[src/rtl/cbd_noise_sampler_pkg.sv]
// Shared constants, FSM state type and slot helper for the centred-binomial noise sampler.
// Ring dimension, modulus and per-word slot counts for eta=2 / eta=3.
package cbd_noise_sampler_pkg;

  localparam int KYBER_Q    = 3329;
  localparam int KYBER_N    = 256;
  localparam int ETA2_SLOTS = 6;
  localparam int ETA3_SLOTS = 4;

  typedef enum logic [2:0] {
    S_IDLE  = 3'd0,
    S_FETCH = 3'd1,
    S_LOAD  = 3'd2,
    S_EMIT  = 3'd3,
    S_DONE  = 3'd4
  } state_e;

  function automatic logic [2:0] last_slot(input logic eta3);
    return eta3 ? 3'(ETA3_SLOTS - 1) : 3'(ETA2_SLOTS - 1);
  endfunction

endpackage

[src/rtl/cbd_noise_sampler_coeff.sv]
// Combinational CBD sample: two popcounts, their difference, and the fold into 0..KQ-1.
// eta=2 uses bits6[3:0] as two 2-bit halves; eta=3 uses bits6[5:0] as two 3-bit halves.
module cbd_noise_sampler_coeff
  import cbd_noise_sampler_pkg::*;
#(
  parameter int KQ = KYBER_Q,
  parameter int CW = 12
) (
  input  logic          eta3,
  input  logic [5:0]    bits6,
  output logic [CW-1:0] coeff
);

  logic        [1:0] pa;
  logic        [1:0] pb;
  logic signed [2:0] v;

  function automatic logic [CW-1:0] fold_modq(input logic signed [2:0] s);
    logic signed [CW+1:0] w;
    w = {{(CW-1){s[2]}}, s};
    if (s[2]) w = w + $signed((CW+2)'(KQ));
    return w[CW-1:0];
  endfunction

  always_comb begin
    if (eta3) begin
      pa = {1'b0, bits6[0]} + {1'b0, bits6[1]} + {1'b0, bits6[2]};
      pb = {1'b0, bits6[3]} + {1'b0, bits6[4]} + {1'b0, bits6[5]};
    end else begin
      pa = {1'b0, bits6[0]} + {1'b0, bits6[1]};
      pb = {1'b0, bits6[2]} + {1'b0, bits6[3]};
    end
    v     = $signed({1'b0, pa}) - $signed({1'b0, pb});
    coeff = fold_modq(v);
  end

endmodule

[src/rtl/cbd_noise_sampler.sv]
// Centred-binomial noise sampler: pulls 25-bit words from the hash-core FIFO and
// emits KN coefficients mod KQ over valid/ready, one per cycle within a word.
module cbd_noise_sampler
  import cbd_noise_sampler_pkg::*;
#(
  parameter int KQ = KYBER_Q,
  parameter int KN = KYBER_N,
  parameter int CW = 12
) (
  input  logic          clk,
  input  logic          rst_n,
  input  logic          start,
  input  logic          fifo_empty,
  output logic          fifo_req,
  input  logic [24:0]   fifo_dout,
  output logic          coeff_valid,
  input  logic          coeff_ready,
  output logic [CW-1:0] coeff,
  output logic [7:0]    coeff_idx,
  output logic          busy,
  output logic          poly_done,
  output logic          mode_err
);

  state_e      state_q;
  logic [23:0] buf_q;
  logic [2:0]  slot_q;
  logic [7:0]  idx_q;
  logic        eta3_q;
  logic        busy_q;
  logic        done_q;
  logic        err_q;
  logic [4:0]  shamt;
  logic [5:0]  bits6;

  // Slot k starts at bit 4k (eta=2) or 6k (eta=3).
  assign shamt = ({2'b00, slot_q} << 2) + (eta3_q ? ({2'b00, slot_q} << 1) : 5'd0);
  assign bits6 = 6'(buf_q >> shamt);

  cbd_noise_sampler_coeff #(.KQ(KQ), .CW(CW)) u_coeff (
    .eta3  (eta3_q),
    .bits6 (bits6),
    .coeff (coeff)
  );

  // The FIFO returns data the cycle after the read, which is exactly the LOAD cycle.
  assign fifo_req    = (state_q == S_FETCH) && !fifo_empty;
  assign coeff_valid = (state_q == S_EMIT);
  assign coeff_idx   = idx_q;
  assign busy        = busy_q;
  assign poly_done   = done_q;
  assign mode_err    = err_q;

  always_ff @(posedge clk or negedge rst_n) begin
    if (!rst_n) begin
      state_q <= S_IDLE;
      buf_q   <= '0;
      slot_q  <= '0;
      idx_q   <= '0;
      eta3_q  <= 1'b0;
      busy_q  <= 1'b0;
      done_q  <= 1'b0;
      err_q   <= 1'b0;
    end else begin
      done_q <= 1'b0;
      unique case (state_q)
        S_IDLE: begin
          if (start) begin
            state_q <= S_FETCH;
            busy_q  <= 1'b1;
            idx_q   <= '0;
            slot_q  <= '0;
            err_q   <= 1'b0;
          end
        end
        S_FETCH: begin
          if (!fifo_empty) state_q <= S_LOAD;
        end
        S_LOAD: begin
          buf_q   <= fifo_dout[23:0];
          slot_q  <= '0;
          state_q <= S_EMIT;
          // Mode is fixed by the first word; later disagreement only flags an error.
          if (idx_q == 8'd0) eta3_q <= fifo_dout[24];
          else if (fifo_dout[24] != eta3_q) err_q <= 1'b1;
        end
        S_EMIT: begin
          if (coeff_ready) begin
            idx_q  <= idx_q + 8'd1;
            slot_q <= slot_q + 3'd1;
            if (idx_q == 8'(KN - 1)) begin
              state_q <= S_DONE;
              busy_q  <= 1'b0;
              done_q  <= 1'b1;
            end else if (slot_q == last_slot(eta3_q)) begin
              state_q <= S_FETCH;
            end
          end
        end
        S_DONE: state_q <= S_IDLE;
        default: state_q <= S_IDLE;
      endcase
    end
  end

endmodule

[config.mk]
export PLATFORM = sky130hd
export DESIGN_NAME = cbd_noise_sampler
export DESIGN_NICKNAME = d
export VERILOG_FILES = /design/src/rtl/cbd_noise_sampler_pkg.sv /design/src/rtl/cbd_noise_sampler_coeff.sv /design/src/rtl/cbd_noise_sampler.sv
export SDC_FILE = /design/constraint.sdc
export NUM_CORES = 1
export LEC_CHECK = 0
export ABC_AREA = 1
export CAP_MARGIN = 20
export CORE_MARGIN = 5
export CORE_UTILIZATION = 57
export CTS_CLUSTER_DIAMETER = 40
export DETAILED_ROUTE_END_ITERATION = 10
export HOLD_SLACK_MARGIN = 0.03
export PLACE_DENSITY_LB_ADDON = 0.1
export SYNTH_ARGS = -nofsm -noshare
export SYNTH_HDL_FRONTEND = slang
export SYNTH_SLANG_ARGS = --single-unit
export TNS_END_PERCENT = 30
[constraint.sdc]
create_clock -name clk -period 9.2 [get_ports clk]
set_input_delay 1.38 -clock clk [delete_from_list [all_inputs] [get_ports clk]]
set_output_delay 1.38 -clock clk [all_outputs]
set_load 0.05 [all_outputs]
==> impl_metrics.prom <==
# TYPE chip_impl_metric gauge
chip_impl_info{name="min_from",value="buf_q[0]"} 1
chip_impl_metric{name="fin_setup_tns",unit="ns"} 0
chip_impl_metric{name="min_period_over_period",unit=""} 0.714
chip_impl_info{name="cts.root.buffer_cell",value="sky130_fd_sc_hd__clkbuf_8"} 1
chip_impl_metric{name="antenna_found_initial",unit=""} 0
chip_impl_info{name="timing.critical_path.from_type",value="flip-flop"} 1
chip_impl_metric{name="critPathRequiredTime",unit="ns"} 7.82
chip_impl_metric{name="insertion_delay",unit="ns"} 0.30
chip_impl_metric{name="wire_length_of_the_first_global_routing_pass",unit="mm"} 11.4
chip_impl_info{name="synth_largest_area_cell",value="sky130_fd_sc_hd__dfrtp_1"} 1
chip_impl_metric{name="grt-ovfl-total",unit=""} 0
chip_impl_metric{name="wl",unit="mm"} 6.84
chip_impl_metric{name="dieArea",unit="um^2"} 6760
chip_impl_info{name="synth_area_leaders",value="sky130_fd_sc_hd__dfrtp_1 (35%), sky130_fd_sc_hd__nand2_1 (22%), sky130_fd_sc_hd__nand3_1 (6.9%)"} 1
chip_impl_info{name="outcome",value="completed"} 1
chip_impl_metric{name="cts_hold_buf",unit=""} 0
chip_impl_metric{name="ff2ff_path_depth",unit=""} 7
chip_impl_metric{name="drt-pass1-iter-count",unit=""} 4
chip_impl_metric{name="route.detailed.drc",unit=""} 0
chip_impl_info{name="element_type_at_the_critical_path_end",value="primary output"} 1
chip_impl_metric{name="fp-row-count",unit=""} 26
chip_impl_metric{name="drtIter0Drc",unit=""} 280
chip_impl_metric{name="synth_top_area_share",unit=""} 0.354
chip_impl_metric{name="cap_violations",unit=""} 0
chip_impl_info{name="crit_slowest_cell",value="sky130_fd_sc_hd__clkdlybuf4s50_1"} 1
chip_impl_metric{name="layout-drive-gt1-share",unit=""} 0.0743
chip_impl_metric{name="tritoncts.num_buffers",unit=""} 5
chip_impl_metric{name="final_period_minus_worst_setup_slack",unit="ns"} 6.57
chip_impl_metric{name="clk_sink_count",unit=""} 42
chip_impl_metric{name="gp_congestion",unit=""} 0.937
chip_impl_metric{name="insertedDiodeCount",unit=""} 0
chip_impl_metric{name="critPathArrivalTime",unit="ns"} 5.19
chip_impl_metric{name="clock-skew-final",unit="ns"} 0.00583
chip_impl_metric{name="grt.total_usage",unit=""} 0.220
chip_impl_metric{name="layout.nets",unit=""} 514
chip_impl_metric{name="cts.path.max_buffers",unit=""} 2
chip_impl_metric{name="dr_total_vias",unit=""} 2735
chip_impl_metric{name="vias_per_cell",unit=""} 5.06
chip_impl_metric{name="async_reset_ff_frac",unit=""} 1.00
chip_impl_metric{name="post_detailed_route_count_of_antenna_violating_nets",unit=""} 0
chip_impl_metric{name="reg2reg_setup_slack",unit="ns"} 7.50
chip_impl_info{name="worstReg2RegStart",value="state_q[0]"} 1
chip_impl_metric{name="pin_count_of_the_biggest_net_entering_global_routing",unit=""} 43
chip_impl_metric{name="critical_path.max_fanout",unit=""} 15
chip_impl_metric{name="syn_area_per_cell",unit="um^2"} 6.91
chip_impl_metric{name="mappedNetlistNets",unit=""} 474
chip_impl_metric{name="report.final.setup_viol",unit=""} 0
chip_impl_metric{name="synth.distinct_cells",unit=""} 35
chip_impl_metric{name="synthToLayoutAreaGrowth",unit="%"} 19.5
chip_impl_metric{name="max_slew.worst_pin.slew",unit="ns"} 0.941
chip_impl_metric{name="finalHoldViolations",unit=""} 0
chip_impl_metric{name="synth_area",unit="um^2"} 2970
chip_impl_metric{name="maxSlewHeadroom",unit=""} 0.373
chip_impl_metric{name="worst_setup_hold_path_clk_slew",unit="ns"} 0.09
chip_impl_metric{name="die_width",unit="um"} 82.2
chip_impl_info{name="synth_flop_cell",value="sky130_fd_sc_hd__dfrtp_1"} 1
chip_impl_metric{name="avgRoutedWirePerCell",unit="um"} 12.6
chip_impl_metric{name="post_synth_inst_count",unit=""} 430
chip_impl_metric{name="core_area",unit="um^2"} 5070
chip_impl_metric{name="synth_edf_count",unit=""} 0
chip_impl_info{name="critical_path.cell_chain",value="ha_1, nand2_1, fa_1, inv_1, nor2_1, nand4_1, nand2_1, nor2_1, fa_1, o21ai_0, ha_1, inv_1, fa_1, ha_1, nor2_1, clkdlybuf4s50_1"} 1
chip_impl_info{name="cts_tree",value="done"} 1
chip_impl_metric{name="number_of_synthesized_register_bits",unit=""} 42
chip_impl_metric{name="postCtsSetupBuffers",unit=""} 0
chip_impl_metric{name="number_of_buffers_added_on_ports",unit=""} 53
chip_impl_info{name="cp_top_family",value="adder cells"} 1
chip_impl_metric{name="initial_core_util",unit=""} 0.586
chip_impl_info{name="worst_r2r_endpoint",value="busy"} 1
chip_impl_metric{name="critPathMaxStageDelay",unit="ns"} 0.83
chip_impl_metric{name="cts-resized-gates",unit=""} 0
chip_impl_metric{name="cts_htree_levels",unit=""} 2
chip_impl_metric{name="number_of_global_route_vias_before_repair",unit=""} 2443
chip_impl_metric{name="worstPathBufferInverterCount",unit=""} 3
chip_impl_info{name="min_delay_endpoint",value="buf_q[0]"} 1
chip_impl_metric{name="fmaxAchievable",unit="MHz"} 152
chip_impl_info{name="setup_repair_after_global_routing_missed_its_margin",value="no"} 1
chip_impl_metric{name="io_pins",unit=""} 55
chip_impl_metric{name="report.final.slew_viol_count",unit=""} 0
chip_impl_metric{name="dp.final_hpwl",unit="mm"} 5.29
chip_impl_metric{name="yosysSeqAreaShare",unit=""} 0.354
chip_impl_metric{name="height_of_the_die",unit="um"} 82.2
chip_impl_info{name="critPathKind",value="reg -> out"} 1
chip_impl_metric{name="min_delay_path_depth",unit=""} 2
chip_impl_metric{name="synthesis.yosys.warnings",unit=""} 0
chip_impl_info{name="holdCritPathClass",value="reg -> reg"} 1
-- sequential cells by signal, summed over array words and instances, names as in the netlist --
register,cells
buf_q,24
busy,1
coeff_idx,8
eta3_q,1
mode_err,1
poly_done,1
slot_q,3
state_q,3
-- metal layers --
layer	vias to the layer above	track usage	wire (um)
met5	-	0	0
met4	0	0.0399	46
met3	5	0.0358	293
met2	62	0.322	2940
met1	1238	0.342	3560
li1	1430	-	-
-- worst min-delay path, cell delays in order, from the launching register on --
cell and delay (ns):
sky130_fd_sc_hd__dfrtp_1 0.36, sky130_fd_sc_hd__nand2_1 0.06, sky130_fd_sc_hd__nand2_1 0.05
-- cell usage after synthesis (3+ instances only) --
cell type                  count
sky130_fd_sc_hd__nor3_1        3
sky130_fd_sc_hd__inv_2         6
sky130_fd_sc_hd__xor2_1        3
sky130_fd_sc_hd__buf_4        13
sky130_fd_sc_hd__buf_2         5
sky130_fd_sc_hd__nand3_1      41
sky130_fd_sc_hd__nand2_1     172
sky130_fd_sc_hd__o211ai_1      3
sky130_fd_sc_hd__fa_1          4
sky130_fd_sc_hd__o21ai_1       4
sky130_fd_sc_hd__a21oi_1       7
sky130_fd_sc_hd__dfrtp_1      42
sky130_fd_sc_hd__o21ai_0      24
sky130_fd_sc_hd__inv_1        38
sky130_fd_sc_hd__ha_1         10
sky130_fd_sc_hd__nand4_1       4
sky130_fd_sc_hd__nand2_2       7
sky130_fd_sc_hd__nor2_1       21
sky130_fd_sc_hd__o21ai_2       4
-- layout by cell type (no fill, tap or decap), types with 2 or more instances in the layout --
master / n
sky130_fd_sc_hd__clkbuf_8: 5
sky130_fd_sc_hd__dfrtp_1: 42
sky130_fd_sc_hd__nand2_1: 172
sky130_fd_sc_hd__o21ai_1: 4
sky130_fd_sc_hd__clkdlybuf4s50_1: 52
sky130_fd_sc_hd__nor2_1: 21
sky130_fd_sc_hd__a21oi_1: 7
sky130_fd_sc_hd__o211ai_1: 3
sky130_fd_sc_hd__o21ai_2: 4
sky130_fd_sc_hd__fa_1: 4
sky130_fd_sc_hd__nand2_2: 7
sky130_fd_sc_hd__a21oi_2: 2
sky130_fd_sc_hd__inv_1: 38
sky130_fd_sc_hd__nor3_1: 3
sky130_fd_sc_hd__inv_2: 6
sky130_fd_sc_hd__o21ai_0: 24
sky130_fd_sc_hd__ha_1: 10
sky130_fd_sc_hd__xor2_1: 3
sky130_fd_sc_hd__nor2_4: 2
sky130_fd_sc_hd__nand4_1: 4
sky130_fd_sc_hd__clkinv_2: 2
sky130_fd_sc_hd__nand3_1: 41
-- cells by family (layout without fill, tap and decap cells) --
logic type,count (synthesis),after routing,synth area share
buffers and inverters,65,106,0.106
DFF,42,42,0.354
xor gates and xnor gates,4,4,0.0118
AOI/OAI and AO/OA,47,47,0.0913
and+or+nand+nor,256,256,0.364
adders and majority gates,14,14,0.0690
muxes,1,1,0.00337
other,1,1,0.00126
-- area by class of cell --
type,count,area [um^2]
Timing Repair Buffer,54,533
Clock inverter,3,40.0
Tap cell,70,87.6
Fill cell,461,1520
Sequential cell,42,1050
Clock buffer,5,68.8
Multi-Input combinational cell,323,1610
Inverter,44,165
-- through the flow --
stage	setup WS, ns	util	instances	area, um^2	hold WS, ns
3_3_place_gp	3.10	0.679	533	3440	0.457
5_1_grt	2.26	0.700	541	3550	0.536
4_1_cts	2.63	0.700	541	3550	0.505
6_report	2.63	0.700	541	3550	0.496
3_5_place_dp	2.97	0.679	533	3440	0.480
2_1_floorplan	3.52	-	430	2970	0.442
-- how the worst max path moves through the flow --
stage,cells past startpoint,start,end,slack (ns)
finish,16,eta3_q,coeff[2],2.63
global route,16,eta3_q,coeff[4],2.26
CTS,16,eta3_q,coeff[2],2.63
detailed placement,16,eta3_q,coeff[2],2.97
global placement,16,eta3_q,coeff[2],3.10
floorplan,16,slot_q[2],coeff[4],3.52
Power is not shown: default switching activity piles up to over one toggle a cycle in this logic, so the estimate is an artifact.
